==> config.mk <==
export PLATFORM = sky130hd
export DESIGN_NAME = mips_avalon_arbiter
export DESIGN_NICKNAME = d
export VERILOG_FILES = /design/src/rtl/mips_avalon_arbiter.sv
export SDC_FILE = /design/constraint.sdc
export NUM_CORES = 1
export LEC_CHECK = 0
export ABC_AREA = 1
export BUFFER_PORTS_ARGS = -buffer_cell sky130_fd_sc_hd__buf_2
export CORE_AREA = 2 2 107 109
export CTS_CLUSTER_SIZE = 16
export DETAILED_ROUTE_END_ITERATION = 7
export DIE_AREA = 0 0 109 111
export PLACE_DENSITY_LB_ADDON = 0.08
export SYNTH_ARGS = -nofsm -noshare
export SYNTH_HDL_FRONTEND = slang
export SYNTH_SLANG_ARGS = --single-unit
==> constraint.sdc <==
create_clock -name clk -period 1.88 [get_ports clk]
set_input_delay 0.282 -clock clk [delete_from_list [all_inputs] [get_ports clk]]
set_output_delay 0.282 -clock clk [all_outputs]
set_load 0.02 [all_outputs]
==> src/rtl/mips_avalon_arbiter.sv <==
// mips_avalon_arbiter: shares one Avalon-MM memory slave between the MIPS
// instruction-fetch master and data master, one transaction at a time.
// The grant is held in a registered FSM (IDLE / GRANT_I / GRANT_D). While a
// master is granted, its request is mirrored onto the slave and the slave's
// waitrequest is passed back to it. A stall watchdog sets a sticky timeout
// flag, and a sticky protocol_err flag records a granted master that dropped
// its request before completion.
// Optional feature macro: ARB_ROUND_ROBIN_EN. When it is defined, a
// simultaneous request in IDLE goes to the master that was not granted last.
// When it is undefined, the data master always wins.
module mips_avalon_arbiter #(
    parameter int unsigned TIMEOUT_CYCLES = 32'd1024
) (
    input  logic        clk,
    input  logic        reset,
    // instruction master
    input  logic [31:0] i_address,
    input  logic        i_read,
    output logic        i_waitrequest,
    output logic [31:0] i_readdata,
    // data master
    input  logic [31:0] d_address,
    input  logic        d_read,
    input  logic        d_write,
    input  logic [31:0] d_writedata,
    input  logic [3:0]  d_byteenable,
    output logic        d_waitrequest,
    output logic [31:0] d_readdata,
    // memory slave
    output logic [31:0] s_address,
    output logic        s_read,
    output logic        s_write,
    output logic [31:0] s_writedata,
    output logic [3:0]  s_byteenable,
    input  logic        s_waitrequest,
    input  logic [31:0] s_readdata,
    // sticky status
    output logic        timeout,
    output logic        protocol_err
);

    localparam int unsigned CNT_W = $clog2(TIMEOUT_CYCLES + 32'd1);
    localparam logic [CNT_W-1:0] CNT_MAX   = CNT_W'(TIMEOUT_CYCLES);
    localparam logic [CNT_W-1:0] CNT_LAST  = CNT_W'(TIMEOUT_CYCLES - 32'd1);
    localparam logic [CNT_W-1:0] CNT_ONE   = CNT_W'(32'd1);
    localparam logic [CNT_W-1:0] CNT_ZERO  = CNT_W'(32'd0);

    // last_grant encoding
    localparam logic LG_I = 1'b0;
    localparam logic LG_D = 1'b1;

`ifdef ARB_ROUND_ROBIN_EN
    localparam logic RR_EN = 1'b1;
`else
    localparam logic RR_EN = 1'b0;
`endif

    typedef enum logic [1:0] {
        IDLE    = 2'd0,
        GRANT_I = 2'd1,
        GRANT_D = 2'd2
    } state_t;

    state_t           state_q, state_d;
    logic             last_grant_q, last_grant_d;
    logic [CNT_W-1:0] stall_cnt_q, stall_cnt_d;
    logic             timeout_q, timeout_d;
    logic             protocol_err_q, protocol_err_d;

    logic             d_req_s;
    logic             gnt_req_s;
    logic             pick_i_s;

    assign d_req_s = d_read | d_write;

    // Request of whichever master currently owns the slave (0 in IDLE).
    always_comb begin
        gnt_req_s = 1'b0;
        case (state_q)
            GRANT_I: gnt_req_s = i_read;
            GRANT_D: gnt_req_s = d_req_s;
            default: gnt_req_s = 1'b0;
        endcase
    end

    // On a tie the instruction master wins only under round-robin after a data grant.
    always_comb begin
        if (RR_EN && (last_grant_q == LG_D)) begin
            pick_i_s = 1'b1;
        end else begin
            pick_i_s = 1'b0;
        end
    end

    // Next-state, last-grant, stall counter and sticky flag computation.
    always_comb begin
        state_d        = state_q;
        last_grant_d   = last_grant_q;
        stall_cnt_d    = stall_cnt_q;
        timeout_d      = timeout_q;
        protocol_err_d = protocol_err_q;
        case (state_q)
            IDLE: begin
                stall_cnt_d = CNT_ZERO;
                if (d_req_s && i_read) begin
                    state_d = pick_i_s ? GRANT_I : GRANT_D;
                end else if (d_req_s) begin
                    state_d = GRANT_D;
                end else if (i_read) begin
                    state_d = GRANT_I;
                end else begin
                    state_d = IDLE;
                end
            end
            GRANT_I, GRANT_D: begin
                if (!gnt_req_s) begin
                    // master abandoned its transaction; do not forward it again
                    state_d        = IDLE;
                    protocol_err_d = 1'b1;
                end else if (!s_waitrequest) begin
                    state_d      = IDLE;
                    last_grant_d = (state_q == GRANT_D) ? LG_D : LG_I;
                end else begin
                    // stalled: count towards the watchdog, keep the grant
                    if (stall_cnt_q < CNT_MAX) begin
                        stall_cnt_d = stall_cnt_q + CNT_ONE;
                    end else begin
                        stall_cnt_d = stall_cnt_q;
                    end
                    if (stall_cnt_q >= CNT_LAST) begin
                        timeout_d = 1'b1;
                    end else begin
                        timeout_d = timeout_q;
                    end
                end
            end
            default: begin
                state_d = IDLE;
            end
        endcase
    end

    // State and flag registers with synchronous reset.
    always_ff @(posedge clk) begin
        if (reset) begin
            state_q        <= IDLE;
            last_grant_q   <= LG_I;
            stall_cnt_q    <= CNT_ZERO;
            timeout_q      <= 1'b0;
            protocol_err_q <= 1'b0;
        end else begin
            state_q        <= state_d;
            last_grant_q   <= last_grant_d;
            stall_cnt_q    <= stall_cnt_d;
            timeout_q      <= timeout_d;
            protocol_err_q <= protocol_err_d;
        end
    end

    // Bus steering: the registered grant selects which master drives the slave.
    always_comb begin
        s_address     = 32'h0000_0000;
        s_read        = 1'b0;
        s_write       = 1'b0;
        s_writedata   = 32'h0000_0000;
        s_byteenable  = 4'h0;
        i_waitrequest = 1'b1;
        d_waitrequest = 1'b1;
        case (state_q)
            GRANT_I: begin
                s_address     = i_address;
                s_read        = i_read;
                s_write       = 1'b0;
                s_byteenable  = 4'hF;
                i_waitrequest = s_waitrequest;
            end
            GRANT_D: begin
                s_address     = d_address;
                s_read        = d_read;
                s_write       = d_write;
                s_writedata   = d_writedata;
                s_byteenable  = d_byteenable;
                d_waitrequest = s_waitrequest;
            end
            default: begin
                s_address     = 32'h0000_0000;
                i_waitrequest = 1'b1;
                d_waitrequest = 1'b1;
            end
        endcase
    end

    // Read data is broadcast; each master qualifies it with its own waitrequest.
    assign i_readdata   = s_readdata;
    assign d_readdata   = s_readdata;
    assign timeout      = timeout_q;
    assign protocol_err = protocol_err_q;

endmodule
==> reports/metrics.yaml, run 1 <==
floorplan:
  initial_core_util_pct: 19.81
  die_area_um2: 12100
  dieHeight_um: 111
  rows: 39
  die_x_um: 109
  coreArea_um2: 11080
  num_io_pins: 276
clock_tree:
  cts_root_buf: "clkbuf_16"
  clock-sinks: 15
  ctsLongestPathBuffers: 2
  cts_tree: "done"
  clk_latency_ns: 0.25
  numCtsBuffers: 3
  htreeDepth: 1
  path_clk_slew_ns: 0.05
  hold_buffers: 0
placed_design:
  io_buffer_count: 179
  globalplace.congestion: 0.8220
  pre_cts_ws_ns: 0.1799
  dp_hpwl_um: 7691
grt:
  overflow: 0
  grt_pass1_wl_um: 13500
  antenna_found_initial: 0
  grt_max_degree: 30
  first_global_vias: 2515
  grtUsageTotal_pct: 14.46
critical_path:
  rrSetupSlack_ns: 0.22
  worst-setup-path-type: "register to output port"
  cpPeakStageDelay_ns: 0.33
  start_kind: "register"
  path_cells: "inv_1 > ha_4 > inv_4 > buf_12 > a21oi_1 > buf_2"
  slowest_stage: "dfxtp_2"
  cp-end-kind: "output port"
  r2r-start: "state_q[1]"
  required_ns: 1.60
  worst_ep_arrival_time_ns: 1.53
  cp_max_fo: 15
  r2r_cells: 10
  r2r-end: "stall_cnt_q[6]"
  crit_family: "buffers and inverters"
  worst-path-buf-inv: 4
synthesis:
  syn_avg_cell_area_um2: 5.584
  synth_edf_count: 0
  synth-seq-cells: 15
  synthCells: 393
  yosys.cell_types.count: 26
  yosysWarnings: 0
  synth_seq_area_share_pct: 13.68
  synth_ff_type: "dfxtp_1"
  syn_area_um2: 2195
  synth_nets: 535
  synth-async-reset-ratio_pct: 0
job:
  cap_violations: 0
power:
  power.internal_uw: 960.1
  peakVddDrop_v: 0.0002351
  seqPwrFrac_pct: 20.8
  p_leak_nw: 1.801
  power.switching_uw: 637.4
  switching_share_pct: 39.90
  p_clk_share_pct: 26.9
  combPwrFrac_pct: 52.3
  p_per_area_nw_per_um2: 513.8
layout:
  synthToLayoutAreaGrowth_pct: 41.68
  drive_gt1_share_pct: 44.34
  nNetsFinal: 655
  num_antenna_cells: 0
timing:
  setup_slack_ns: 0.06707
  worst_clock_skew_ns: 0.003609
  max_freq_mhz: 551.6
  drv_slew: 0
  hold_slack_ns: 0.3493
  setup_violations: 0
  worst_pin_slew_ns: 0.3841
  hold_viol_final: 0
  slew_headroom_pct: 74.39
  fin_crit_sh_pct: 96.43
  post-route-min-period_ns: 1.813
  fin_tns_setup_ns: 0
routing:
  drc: 0
  vias_per_cell: 4.078
  routed_wirelength_um: 9687
  routed-via-count: 2671
  wl_per_cell_um: 14.79
  dr.pass1.iters: 4
  drtIter0Drc: 89
  ant_nets: 0
hold_path:
  holdPathStages: 3
  min_from: "i_read"
  hp-class: "input port to register"
  hold_path_end: "state_q[0]"
outcome:
  outcome: "completed"
==> metrics by stage <==
step | utilization [%] | power [mW] | instance area (um^2) | instances
6_report | 28.07 | 1.598 | 3109 | 655
5_1_grt | 28.07 | 1.710 | 3109 | 655
4_1_cts | 27.20 | 1.595 | 3013 | 651
3_5_place_dp | 25.43 | 1.080 | 2816 | 644
3_3_place_gp | 25.43 | 1.079 | 2816 | 644
2_1_floorplan | - | 0.9527 | 2195 | 393
==> cell type report <==
| cell class | instances | area (um^2) |
|---|---|---|
| Inverter | 56 | 226.5 |
| Clock buffer | 4 | 78.83 |
| Fill cell | 1301 | 7968 |
| Timing Repair Buffer | 197 | 1175 |
| Tap cell | 143 | 178.9 |
| Sequential cell | 15 | 302.8 |
| Multi-Input combinational cell | 240 | 1147 |
==> cell usage in the layout, fill, tap and decap left out <==
master and n:
nand3b_1 1, nand3_1 10, bufbuf_16 1, inv_4 1, ha_1 1, o21ai_2 1
dfxtp_1 13, buf_12 3, nor2_1 19, nor2_4 1, inv_1 51, nand2_1 135
clkbuf_16 4, clkbuf_1 1, nand3_2 2, dfxtp_2 2, nand3_4 1, bufinv_8 1
nand2_2 6, ha_4 3, inv_2 3, o21ai_0 3, buf_16 1, nor3_2 1
nand4_1 3, nor2_2 1, buf_6 1, nor3_1 1, buf_2 163, a21oi_1 46
buf_4 27, a21oi_2 4, xor2_1 1
==> power groups by stage <==
stage / combinational [mW] / clock (mW) / sequential [mW]
global placement: 0.741 / 0 / 0.338
global route: 0.911 / 0.465 / 0.333
CTS: 0.820 / 0.442 / 0.332
detailed placement: 0.741 / 0 / 0.339
floorplan: 0.612 / 0 / 0.341
finish: 0.835 / 0.429 / 0.333
==> state kept, by name, indices dropped and copies added, names as in the netlist <==
register and flops:
protocol_err 1, stall_cnt_q 11, timeout 1, state_q 2
==> per-layer routing <==
metal / up-vias / GRT usage [%] / part of all wire, %
met3: 4 / 3.880 / 8.0
met1: 1172 / 17.30 / 41
met4: 0 / 1.966 / 0.61
li1: 1362 / - / -
met5: - / 0 / 0
met2: 133 / 26.00 / 50
==> cell usage after synthesis, types with 4 or more instances <==
cell type,count,area [um^2]
nand2_1,135,506.7
buf_4,64,480.5
inv_1,52,195.2
a21oi_1,50,250.2
nor2_1,19,71.32
dfxtp_1,15,300.3
clkbuf_1,10,37.54
nand3_1,10,50.05
nand2_2,6,37.54
buf_2,4,20.02
ha_1,4,50.05
==> repair_timing <==
action / 4_1_cts / 5_1_grt
resized for setup: 15 / 15
pin swaps: 0 / 1
endpoints found under the setup margin: 30 / 27
cloned: 2 / 1
setup buffers: 1 / 3
==> cells by family (layout without fill, tap and decap cells) <==
family                   after synthesis  count (layout)  share of synthesized area, %
buffers and inverters                138             257                         36.43
XOR/XNOR                               1               1                        0.3992
AND/OR/NAND/NOR                      181             181                         34.72
flip-flops                            15              15                         13.68
AO/OA/AOI/OAI                         54              54                         12.49
adder cells (fa/ha/maj)                4               4                         2.281
==> how the worst max path moves through the flow <==
stage,depth (start not counted),to,slack [ns],startpoint
after floorplan,6,s_address[10],0.12,state_q[0]
after global placement,6,s_address[25],0.19,state_q[0]
after detailed placement,6,s_address[29],0.18,state_q[0]
after CTS,6,s_address[25],0.007,state_q[1]
after global routing,6,s_address[6],-0.0003,state_q[1]
final,6,s_address[6],0.07,state_q[1]
==> worst min-delay path, stage by stage <==
cell and delay [ns]:
buf_2 0.12, nand4_1 0.10, a21oi_1 0.06
(Power assumes the default switching activity.)
==> inputs of run 2 (changes only) <==
Settings changed: PLACE_DENSITY set to 0.63, PLACE_DENSITY_LB_ADDON 0.08 to not set.
==> run 2 against run 1 <==
- cell area down 2.9%
- routed wire length shrank 12%
- non-clock buffer count shrank 10
- largest power group unchanged
- power fell by 4.4%
- largest cell class is now multi-input gates
- register-to-register slack improved by 0.06 ns
==> reports/metrics.yaml, run 2 (same netlist as run 1, synthesis figures left out) <==
layout:
  reg_top3: "stall_cnt_q x11, state_q x2"
  synthToLayoutAreaGrowth_pct: 37.57
  final_common_cell: "buf_2"
  layout_common_cells: "buf_2, nand2_1, inv_1, a21oi_1, nor2_1"
  drive_gt1_share_pct: 44.02
  nNetsFinal: 645
  postLayoutCoreUtil_pct: 27.26
  fillers: 1293
  num_antenna_cells: 0
  regMostFlops: "stall_cnt_q"
  finalNonFillerCells: 645
  largest_register_ffs: 11
grt:
  overflow: 0
  grt_max_degree: 41
  first_global_vias: 2350
  grt_pass1_wl_um: 11830
  grtUsageTotal_pct: 12.28
  antenna_found_initial: 1
critical_path:
  required_ns: 1.60
  cp_max_fo: 29
  slowest_stage: "dfxtp_2"
  worst-setup-path-type: "register to output port"
  crit_cells: 6
  crit_family: "buffers and inverters"
  r2r-end: "stall_cnt_q[7]"
  worst-path-buf-inv: 4
  worst_ep_arrival_time_ns: 1.56
  path_cells: "inv_2 > ha_4 > inv_4 > buf_12 > a21oi_1 > buf_2"
  endpoint: "s_address[9]"
  r2r_cells: 11
  cpPeakStageDelay_ns: 0.37
  crit_start: "state_q[0]"
  r2r-start: "state_q[0]"
  cp-end-kind: "output port"
  start_kind: "register"
  rrSetupSlack_ns: 0.28
routing:
  vias_per_cell: 4.065
  drtIter0Drc: 88
  routed_wirelength_um: 8481
  route.met2.wl_um: 3929
  routed-via-count: 2622
  top_layer: "met5"
  drc: 0
  met3_length_um: 1050
  wl_per_cell_um: 13.15
  ant_nets: 0
  wirelength_met1_um: 3374
  dr.pass1.iters: 4
clock_tree:
  clock-sinks: 15
  cts_tree: "done"
  htreeDepth: 1
  path_clk_slew_ns: 0.05
  ctsLongestPathBuffers: 2
  cts_root_buf: "clkbuf_16"
  clk_latency_ns: 0.24
  numCtsBuffers: 3
power:
  power.switching_uw: 614.4
  switching_share_pct: 40.25
  power.internal_uw: 912.2
  p_leak_nw: 1.739
  p_per_area_nw_per_um2: 505.6
  peakVddDrop_v: 0.0004771
  combPwrFrac_pct: 50.6
  power_mw: 1.527
  seqPwrFrac_pct: 21.9
  p_clk_share_pct: 27.5
timing:
  drv_slew: 0
  post-route-min-period_ns: 1.843
  worst_pin_slew_ns: 0.3379
  fin_crit_sh_pct: 98.02
  setup_violations: 0
  max_freq_mhz: 542.6
  fin_tns_setup_ns: 0
  worst_clock_skew_ns: 0.001372
  hold_viol_final: 0
  slew_headroom_pct: 77.47
floorplan:
  num_io_pins: 276
  initial_core_util_pct: 19.81
  die_x_um: 109
  rows: 39
  dieHeight_um: 111
  die_area_um2: 12100
  coreArea_um2: 11080
placed_design:
  post-place-cells: 639
  globalplace.congestion: 0.7907
  io_buffer_count: 179
  dp_hpwl_um: 6783
job:
  cap_violations: 0
hold_path:
  hp-class: "input port to register"
outcome:
  outcome: "completed"
==> run 2: cell count changes in the layout (fill, tap and decap cells not counted), sizes merged <==
| cell | change |
|---|---|
| clkbuf | -1 |
| clkinv | +1 |
| buf | -9 |
| bufbuf | -1 |
==> run 2: power groups by stage <==
stage	clock network (mW)	logic (mW)	registers, mW
3_5_place_dp	0	0.716	0.338
5_1_grt	0.436	0.844	0.335
4_1_cts	0.427	0.737	0.331
6_report	0.420	0.772	0.335
2_1_floorplan	0	0.612	0.341
3_3_place_gp	0	0.714	0.338
==> run 2: how the worst min path moves through the flow <==
stage | end | slack, ns | depth (start not counted) | start
after floorplan | stall_cnt_q[0] | 0.45 | 1 | stall_cnt_q[0]
after detailed placement | timeout | 0.45 | 2 | timeout
after CTS | stall_cnt_q[1] | 0.33 | 2 | reset
after global routing | state_q[0] | 0.36 | 3 | i_read
final | stall_cnt_q[10] | 0.33 | 2 | reset
after global placement | protocol_err | 0.44 | 2 | protocol_err
==> run 2: routing by layer <==
layer	vias up	track usage, %
met5	-	0
met4	2	2.735
li1	1343	-
met1	1093	13.69
met2	166	21.41
met3	18	5.173
==> run 2: final cells by class <==
cell class              count  area (um^2)  area share, %
clock buffers               3        75.07          2.487
clock inverters             1        5.005         0.1658
inverters                  56        226.5          7.501
multi-input cells         240         1161          38.46
flip-flops and latches     15        302.8          10.03
well taps                 143        178.9          5.926
repair buffers            187         1070          35.43
==> run 2: through the flow <==
stage	area (um^2)	setup WS [ns]	hold WS [ns]
6_report	3019	0.03716	0.3290
5_1_grt	3019	-0.009365	0.3560
4_1_cts	2919	0.0006046	0.3288
3_5_place_dp	2791	0.1130	0.4483
3_3_place_gp	2791	0.1649	0.4369
2_1_floorplan	2195	0.1205	0.4475
==> run 2: repair_timing <==
| item | 4_1_cts | 5_1_grt |
|---|---|---|
| pin swaps | 0 | 0 |
| resized for setup | 13 | 20 |
| gates cloned | 0 | 1 |
| endpoints found under the setup margin | 33 | 39 |
| hold buffers | 0 | 0 |
| setup buffers | 0 | 1 |
